--- src/rtl/nrisc_busca_decod.sv ---
// Fetch/decode stage: owns the PC, fetches one byte per instruction, holds it for execute.
// Latency: memory latency + 1 cycle to instr_valido; backpressure holds the instruction until exec_pronto.
// Optional HALT opcode (4'hF) with stop state PARADO when NRISC_HALT_EN is defined.
module nrisc_busca_decod #(
  parameter int              PC_W     = 8,
  parameter logic [PC_W-1:0] PC_RESET = '0,
  parameter int              OPC_W    = 4
) (
  input  logic             clock,
  input  logic             reset_n,
  output logic             mem_req,
  output logic [PC_W-1:0]  mem_end,
  input  logic             mem_valido,
  input  logic [7:0]       mem_dado,
  output logic             instr_valido,
  input  logic             exec_pronto,
  output logic [OPC_W-1:0] opcode,
  output logic [1:0]       campo_ra,
  output logic [1:0]       campo_rb,
  output logic [3:0]       imediato,
  output logic [PC_W-1:0]  pc,
`ifdef NRISC_HALT_EN
  output logic             halt_flag,
`endif
  input  logic             desvio,
  input  logic [PC_W-1:0]  desvio_alvo
);

  typedef enum logic [1:0] {
    INICIO  = 2'd0,
    BUSCA   = 2'd1,
    ENTREGA = 2'd2,
    PARADO  = 2'd3
  } state_t;

  state_t     state;
  state_t     state_nxt;
  logic [7:0] instr_reg;
  logic       discard;

`ifdef NRISC_HALT_EN
  logic is_halt;
  assign is_halt = (instr_reg[7:4] == 4'hF);
`endif

  always_ff @(posedge clock or negedge reset_n) begin
    if (!reset_n) begin
      state <= INICIO;
    end else begin
      state <= state_nxt;
    end
  end

  // A branch overrides everything except the post-reset idle cycle.
  always_comb begin
    state_nxt = state;
    case (state)
      INICIO: state_nxt = BUSCA;
      BUSCA: begin
        if (!desvio && mem_valido && !discard) begin
          state_nxt = ENTREGA;
        end
      end
      ENTREGA: begin
        if (desvio) begin
          state_nxt = BUSCA;
        end else if (exec_pronto) begin
`ifdef NRISC_HALT_EN
          state_nxt = is_halt ? PARADO : BUSCA;
`else
          state_nxt = BUSCA;
`endif
        end
      end
      PARADO: begin
        if (desvio) begin
          state_nxt = BUSCA;
        end
      end
      default: state_nxt = INICIO;
    endcase
  end

  always_comb begin
    mem_req      = 1'b0;
    instr_valido = 1'b0;
`ifdef NRISC_HALT_EN
    halt_flag    = 1'b0;
`endif
    case (state)
      BUSCA:   mem_req      = 1'b1;
      ENTREGA: instr_valido = 1'b1;
`ifdef NRISC_HALT_EN
      PARADO:  halt_flag    = 1'b1;
`endif
      default: ;
    endcase
  end

  // A branch taken while a request is still unanswered marks its response as stale.
  always_ff @(posedge clock or negedge reset_n) begin
    if (!reset_n) begin
      pc        <= PC_RESET;
      instr_reg <= 8'h00;
      discard   <= 1'b0;
    end else begin
      case (state)
        BUSCA: begin
          if (desvio) begin
            pc      <= desvio_alvo;
            discard <= !mem_valido;
          end else if (mem_valido) begin
            if (discard) begin
              discard <= 1'b0;
            end else begin
              instr_reg <= mem_dado;
            end
          end
        end
        ENTREGA: begin
          if (desvio) begin
            pc <= desvio_alvo;
          end else if (exec_pronto) begin
`ifdef NRISC_HALT_EN
            if (!is_halt) begin
              pc <= pc + 1'b1;
            end
`else
            pc <= pc + 1'b1;
`endif
          end
        end
        PARADO: begin
          if (desvio) begin
            pc <= desvio_alvo;
          end
        end
        default: ;
      endcase
    end
  end

  assign mem_end  = pc;
  assign opcode   = instr_reg[7:8-OPC_W];
  assign campo_ra = instr_reg[3:2];
  assign campo_rb = instr_reg[1:0];
  assign imediato = instr_reg[3:0];

endmodule

--- config.mk ---
export PLATFORM = sky130hd
export DESIGN_NAME = nrisc_busca_decod
export DESIGN_NICKNAME = d
export VERILOG_FILES = /design/src/rtl/nrisc_busca_decod.sv
export SDC_FILE = /design/constraint.sdc
export NUM_CORES = 1
export LEC_CHECK = 0
export BUFFER_PORTS_ARGS = -buffer_cell sky130_fd_sc_hd__buf_2
export CORE_MARGIN = 2
export CORE_UTILIZATION = 40
export CTS_BUF_LIST = sky130_fd_sc_hd__clkbuf_16
export CTS_CLUSTER_DIAMETER = 40
export DETAILED_ROUTE_END_ITERATION = 10
export GPL_TIMING_DRIVEN = 0
export HOLD_SLACK_MARGIN = 0.02
export PLACE_DENSITY = 0.74
export SYNTH_ARGS = -nofsm -noshare
export SYNTH_HDL_FRONTEND = slang
export SYNTH_SLANG_ARGS = --single-unit
--- constraint.sdc ---
create_clock -name clock -period 1.35 [get_ports clock]
set_clock_uncertainty 0.2 [all_clocks]
set_input_delay 0.2025 -clock clock [delete_from_list [all_inputs] [get_ports clock]]
set_output_delay 0.2025 -clock clock [all_outputs]
set_load 0.01 [all_outputs]
Yosys cells after proc, flatten, opt, wreduce, memory -nomap -nowiden
Cells that the tools add are included.

$add $sub $neg: 1. Equality and inequality tests: 7. Muxes and demuxes: 13. Bitwise logic cells: 2. Reduce and logical (&&, ||, !) cells: 13.

Operators with widths (count): 2-to-1 mux 8 bit (3); one-hot mux 8 bit (2 select lines) (1); adder 8 x 1 -> 8 bit, second input constant (1); 2-to-1 mux 2 bit (4); one-hot mux 2 bit (4 select lines) (1); AND reduction 3 bit (2); equality test 2 bit, second input constant (2); 2-to-1 mux 1 bit (4); inequality test 2 bit, second input constant (2); AND reduction 4 bit (1); nonzero test 2 bit (2); zero test 1 bit (3); inequality test 3 bit, second input constant (1); equality test 2 x 1 -> 1 bit, second input constant (1); logical AND 1 bit (2); zero test 2 bit (1); inequality test 2 x 1 -> 1 bit, second input constant (1); inverter 1 bit (2); AND reduction 2 bit (1); OR reduction 2 bit (1).

Bits in registers: 19. Input bits: 21. Output and inout port bits: 30. Logic and storage cells: 40.

Longest topological paths before layout
Gate-level depths: netlist of the first run.

Depth in word-level cells: 5. Gate-level depth with buffers: 5. Mapped depth without buffers: 5.

Least setup slack after synthesis of the first run
OpenSTA, ideal clock, no wires.

Path kind: register to register. Start: reg pc[0], in the netlist mem_end[0]. End: reg pc[2], in the netlist mem_end[2]. Library setup time: 126 ps. Arrival time: 1225 ps. Required time: 1024 ps. Slack: -201 ps. Stages on the path, launching flop included: 5. Path buffers: 0. Clock period less this slack: 1551 ps. Cell sequence: dfrtp_1 > ha_1 > or3_1 > a21oi_1 > a21oi_1.

Cells in the longest elaborated chain, start to end: 4.

RTL lines: start, declared (line 21) `output logic [PC_W-1:0] pc,`; start signal, assigned (line 110) `pc <= desvio_alvo;`; start signal, assigned (line 122) `pc <= desvio_alvo;`; start signal, assigned (line 129) `pc <= pc + 1'b1;`; adder 8 x 1 -> 8 bit (line 129); 2-to-1 mux 8 bit (line 123) `end else if (exec_pronto) begin`; 2-to-1 mux 8 bit (line 121) `if (desvio) begin`; one-hot mux 8 bit (2 select lines) (line 107) `case (state)`.

Every way passes these cells. The select of a mux whose other input is x is not followed. A chain may end at the register's enable or synchronous reset.

Worst setup path after layout of the first run
Start: reg state[0]. End: reg pc[6], in the netlist mem_end[6].

Cells in the longest elaborated chain, start to end: 4. Elaborated cells between the ends (all ways): 9. Classes of those cells: eq/ne: 5; mux: 1; reduce/logical: 3.

RTL lines: start, declared (line 36) `state_t state;`; start signal, assigned (line 50) `state <= state_nxt;`; equality test 2 x 1 -> 1 bit / equality test 2 bit (equally long branches) (line 107); OR reduction 2 bit (no source line); inequality test 2 x 1 -> 1 bit (no source line) / nonzero test 2 bit (equally long branches); AND reduction 3 bit (no source line).

Parallel ways exist; a longest one is shown, timed or not.

==> out/qor.yml, run 1 <==
via_per_inst: 5.52
grt_pass1_vias: 1041
drive_gt1_share_pct: 67.2
r2r_start: "state[0]"
crit_path_start: "state[0]"
globalRouteTotalUtil_pct: 24.4
hold_path_class: "in2reg"
die_y_um: 54.8
port_buffers: 50
critPathBufInv: 0
route.detailed.drc: 0
netlist_area_um2: 1030
ff2ff_path_depth: 4
fin_hold_ws_ps: 7.94
grt_pass1_wl_um: 5150
place_area_um2: 1350
reg2reg_setup_slack_ps: -190
ant_nets: 0
ys_warn_count: 0
hold_violations: 0
clk_latency_ps: 250
syn_nets: 120
dieWidth_um: 54.8
path_class: "reg2reg"
drtPass1Iterations: 4
cpMaxStageDelayCell: "dfrtp_2"
fin_total_pwr_mw: 3.86
ys_types: 24
clk_pin_slew_ps: 60
area_growth_pct: 81.9
p_per_area_nw_per_um2: 2060
cts_buffers: 3
dieArea_um2: 3000
grt_overflow: 0
cp_cell_sequence: "nor2b_4 -> o22ai_1 -> a21oi_1 -> a2bb2oi_1"
cts_tree: "built"
h-tree-depth: 1
synth.avg_cell_area_um2: 10.5
post-route-min-period_ps: 1540
vias: 1176
final_area_um2: 1880
critical_path_required_ps: 1290
max_slew_margin_pct: 67.8
maxSlewViolCount: 0
cts-root-buf: "clkbuf_16"
endpoint: "mem_end[6]"
start_util_pct: 42.0
grt_start_max_net_pins: 20
fmax_mhz: 649
gp_congestion: 0.802
drt-total-wl_um: 3830
ys_seq_elements: 19
met1_usage_pct: 32.0
worst_slack_ps: -190
ir_worst_vdd_mv: 1.24
rows: 18
initialDrtViolationCount: 33
ys_seq_area_share_pct: 46.1
nNetsFinal: 206
grt_use_met2_pct: 38.7
status: "finished, violations left"
io_pins: 51
crit_family: "compound AO/OA/AOI/OAI gates"
syn_inst: 98
path_max_fanout: 8
critPathLaunchType: "flop"
worstMarginPinSlew_ps: 483
tns_ps: -3130
p_leak_nw: 0.889
drv_cap: 0
violations: "negative setup slack"
slowest_delay_ps: 490
cts.sinks: 19
busiest_layer: "met2"
clockBufferDepth: 2
dp_hpwl_um: 1750
worstPathArrival_ps: 1480
reg2reg_to: "mem_end[6]"
finalSetupViolations: 25
use_met3_pct: 3.55
rsz0062_at_grt: "true"
finish.utilization_pct: 76.4
cp.depth: 4
drt-wirelength-per-cell_um: 18.0
fin_crit_sh_pct: 114
coreArea_um2: 2450
end_kind: "flop"
n_antenna_cell: 0
antenna_found_initial: 0
what timing repair did:
item / in CTS / in global routing
endpoints found under the hold margin: 28 / 0
hold buffers: 10 / 0
buffers inserted: 12 / 7
pin swaps: 7 / 4
resized for setup: 18 / 32
gates cloned: 2 / 0
setup endpoints to repair: 24 / 27
through the flow:
stage	setup slack [ps]	cells
global route	-228	213
floorplan	-125	98
CTS	-152	206
detailed placement	-193	178
finish	-190	213
global placement	-158	178
report_power, final:
part	leakage, nW	internal, mW	switching [mW]
clock network	0.0409	0.398	0.230
registers	0.214	0.820	0.263
logic	0.634	1.25	0.891
synthesized netlist by cell type (all sizes together):
master | n | area, um^2
dfrtp | 19 | 475
buf | 14 | 100
a21oi | 12 | 60.1
o21ai | 11 | 55.1
mux2 | 8 | 120
nand2 | 6 | 22.5
nand3 | 5 | 37.5
o22ai | 4 | 25.0
nand4 | 3 | 18.8
nor2b | 3 | 18.8
a2bb2oi | 2 | 17.5
nor2 | 2 | 10.0
and2 | 1 | 6.26
and2b | 1 | 10.0
and3 | 1 | 6.26
ha | 1 | 12.5
inv | 1 | 3.75
mux2i | 1 | 10.0
nand2b | 1 | 6.26
o22a | 1 | 8.76
or3 | 1 | 6.26
cell type report:
cell class                 count  area, um^2
timing repair buffer          80         583
fill                         150         579
multi-input combinational     65         556
sequential                    19         484
buffer                        14         131
clock buffer                   3        75.1
tap                           30        37.5
clock inverter                 1        5.00
inverter                       1        3.75
per-layer routing:
metal / routed length, um / up-vias
met5: 0 / -
met4: 130 / 0
met3: 250 / 14
met2: 1980 / 61
met1: 1460 / 583
li1: - / 518
placed cells by master, fill, tap and decap left out, drive strengths merged, types with 2 or more instances in the layout:
| cell type | netlist | final |
|---|---|---|
| buf | 14 | 84 |
| dfrtp | 19 | 19 |
| a21oi | 12 | 12 |
| o21ai | 11 | 11 |
| dlygate4sd3 | 0 | 10 |
| mux2 | 8 | 8 |
| nand3 | 5 | 6 |
| nand2 | 6 | 6 |
| o22ai | 4 | 4 |
| nand4 | 3 | 3 |
| clkbuf | 0 | 3 |
| nor2b | 3 | 3 |
| a2bb2oi | 2 | 2 |
| nor2 | 2 | 2 |
cell families (layout without fill, tap and decap cells):
kind of cell / after synthesis / after routing / share of synthesized area, %
buffers and inverters: 15 / 99 / 10.1
multiplexers: 9 / 9 / 12.6
flip-flops: 19 / 19 / 46.1
AND/OR/NAND/NOR: 24 / 25 / 13.8
adder cells (fa/ha/maj): 1 / 1 / 1.21
AO/OA/AOI/OAI: 30 / 30 / 16.1
worst min path at each step:
stage	end	slack (ps)	start	cells after the start
4_1_cts	discard	20	mem_valido	2
5_1_grt	discard	20	mem_valido	2
3_5_place_dp	mem_end[4]	-30	reset_n	1
3_3_place_gp	discard	-40	reset_n	1
6_report	discard	8	mem_valido	2
2_1_floorplan	discard	-290	reset_n	0
worst reg2reg max path: stages, from the launching register on:
cell and delay, ps:
dfrtp_2 490, nor2b_4 80, o22ai_1 400, a21oi_1 100, a2bb2oi_1 150
No activity file was read; power rests on OpenSTA's default activity.
==> run 2, diff against run 1 <==
SETUP_SLACK_MARGIN = 0.02   (was default)
==> out/qor.yml, run 2 (synthesized netlist as in run 1, its figures left out) <==
status: "finished, violations left"
violations: "negative setup slack"
dieWidth_um: 54.8
place_ws_ps: -181
post-route-min-period_ps: 1530
drtPass1Iterations: 4
regArea_um2: 484
hold_path_class: "in2reg"
p_per_area_nw_per_um2: 2020
clockBufferDepth: 2
end_kind: "flop"
worstPathArrival_ps: 1460
gp_congestion: 0.797
finish.utilization_pct: 75.5
grt_start_max_net_pins: 20
finalSetupViolations: 20
initialDrtViolationCount: 36
clk_pin_slew_ps: 50
worstMarginPinSlew_ps: 450
max_slew_margin_pct: 70.0
drt-wirelength-per-cell_um: 14.7
dpl.cell_count: 178
critical_path_required_ps: 1280
grt_pass1_wl_um: 4630
place_area_um2: 1350
min_to: "discard"
vias: 1103
cts-root-buf: "clkbuf_16"
grt_pass1_vias: 1011
dieArea_um2: 3000
drive_gt1_share_pct: 66.5
rows: 18
path_max_fanout: 8
drv_cap: 0
antenna_found_initial: 0
final_area_um2: 1850
path_class: "reg2reg"
cpMaxStageDelayCell: "dfrtp_2"
clk_latency_ps: 250
hold_violations: 0
nNetsFinal: 205
die_y_um: 54.8
multi_input_area_um2: 552
drt-total-wl_um: 3120
critPathBufInv: 0
slowest_delay_ps: 480
r2r_start: "state[0]"
n_antenna_cell: 0
dp_hpwl_um: 1690
cts.sinks: 19
cts_tree: "built"
globalRouteTotalUtil_pct: 21.6
final_cell_mix: "buf_2 (41), buf_4 (22), buf_6 (20)"
coreArea_um2: 2450
grt_overflow: 0
reg2reg_setup_slack_ps: -180
start_util_pct: 42.0
fin_crit_sh_pct: 113
finalNonFillerCells: 212
hp-start: "mem_valido"
rsz0062_at_grt: "true"
ir_worst_vdd_mv: 1.28
via_per_inst: 5.20
port_buffers: 50
route.detailed.drc: 0
cts_buffers: 3
worst_slack_ps: -177
fmax_mhz: 655
critPathLaunchType: "flop"
n_fill_cell: 153
layout_commonest_cell: "buf_2"
h-tree-depth: 1
p_leak_nw: 0.880
io_pins: 51
min_path_cells: 2
reg2reg_to: "instr_reg[1]"
crit_family: "flip-flops"
maxSlewViolCount: 0
ff2ff_path_depth: 3
ant_nets: 0
cp_cell_sequence: "and2b_4 -> nand3_4 -> mux2_4"
area_growth_pct: 79.7
run 2: cell count changes in the layout (fill, tap and decap cells not counted), sizes merged:
cell,delta
buf,-1
run 2: worst register-to-register path: cells and delay by family, from the launching register on:
family        cells  cell delay, ps
mux               1             330
flops             1             480
simple gates      2             400
run 2: routing by layer:
layer	vias to the layer above	routed length, um	GRT usage [%]
met5	-	0	0
met4	0	65	10.0
met3	6	160	2.46
met2	48	1560	36.1
met1	535	1330	27.6
li1	514	-	-
run 2: area by class of cell:
class | instances | share of cell area, %
Tap cell | 30 | 2.03
Inverter | 1 | 0.203
Buffer | 13 | 6.68
Timing Repair Buffer | 80 | 30.9
Multi-Input combinational cell | 65 | 29.8
Clock buffer | 3 | 4.05
Sequential cell | 19 | 26.1
Clock inverter | 1 | 0.270
run 2: what timing repair did:
action                                  in CTS  in global routing
pin swaps                                    7                  3
hold buffers                                10                  0
hold endpoints to repair                    28                  0
endpoints found under the setup margin      25                 31
buffers inserted                            12                  6
cloned                                       2                  1
resized for setup                           20                 24
run 2: metrics by stage:
| step | power, mW | TNS [ps] | hold WS, ps |
|---|---|---|---|
| after floorplan | 1.96 | -1110 | -293 |
| after global placement | 2.43 | -1670 | -38.1 |
| after detailed placement | 2.48 | -2060 | -33.0 |
| after CTS | 3.46 | -1840 | 23.1 |
| after global routing | 4.01 | -3480 | 49.5 |
| final | 3.74 | -2570 | 18.5 |
run 2: power breakdown:
group	switching [mW]	total (mW)	internal, mW
sequential	0.229	1.05	0.820
combinational	0.851	2.09	1.24
clock	0.208	0.605	0.397
run 2: how the worst max path moves through the flow:
stage / from / to / slack [ps] / depth (start not counted)
2_1_floorplan: state[1] / instr_reg[0] / -120 / 3
3_3_place_gp: state[1] / instr_reg[5] / -160 / 3
3_5_place_dp: state[1] / instr_reg[2] / -180 / 3
4_1_cts: state[0] / instr_reg[2] / -130 / 3
5_1_grt: state[0] / instr_reg[4] / -210 / 3
6_report: state[0] / instr_reg[1] / -180 / 3
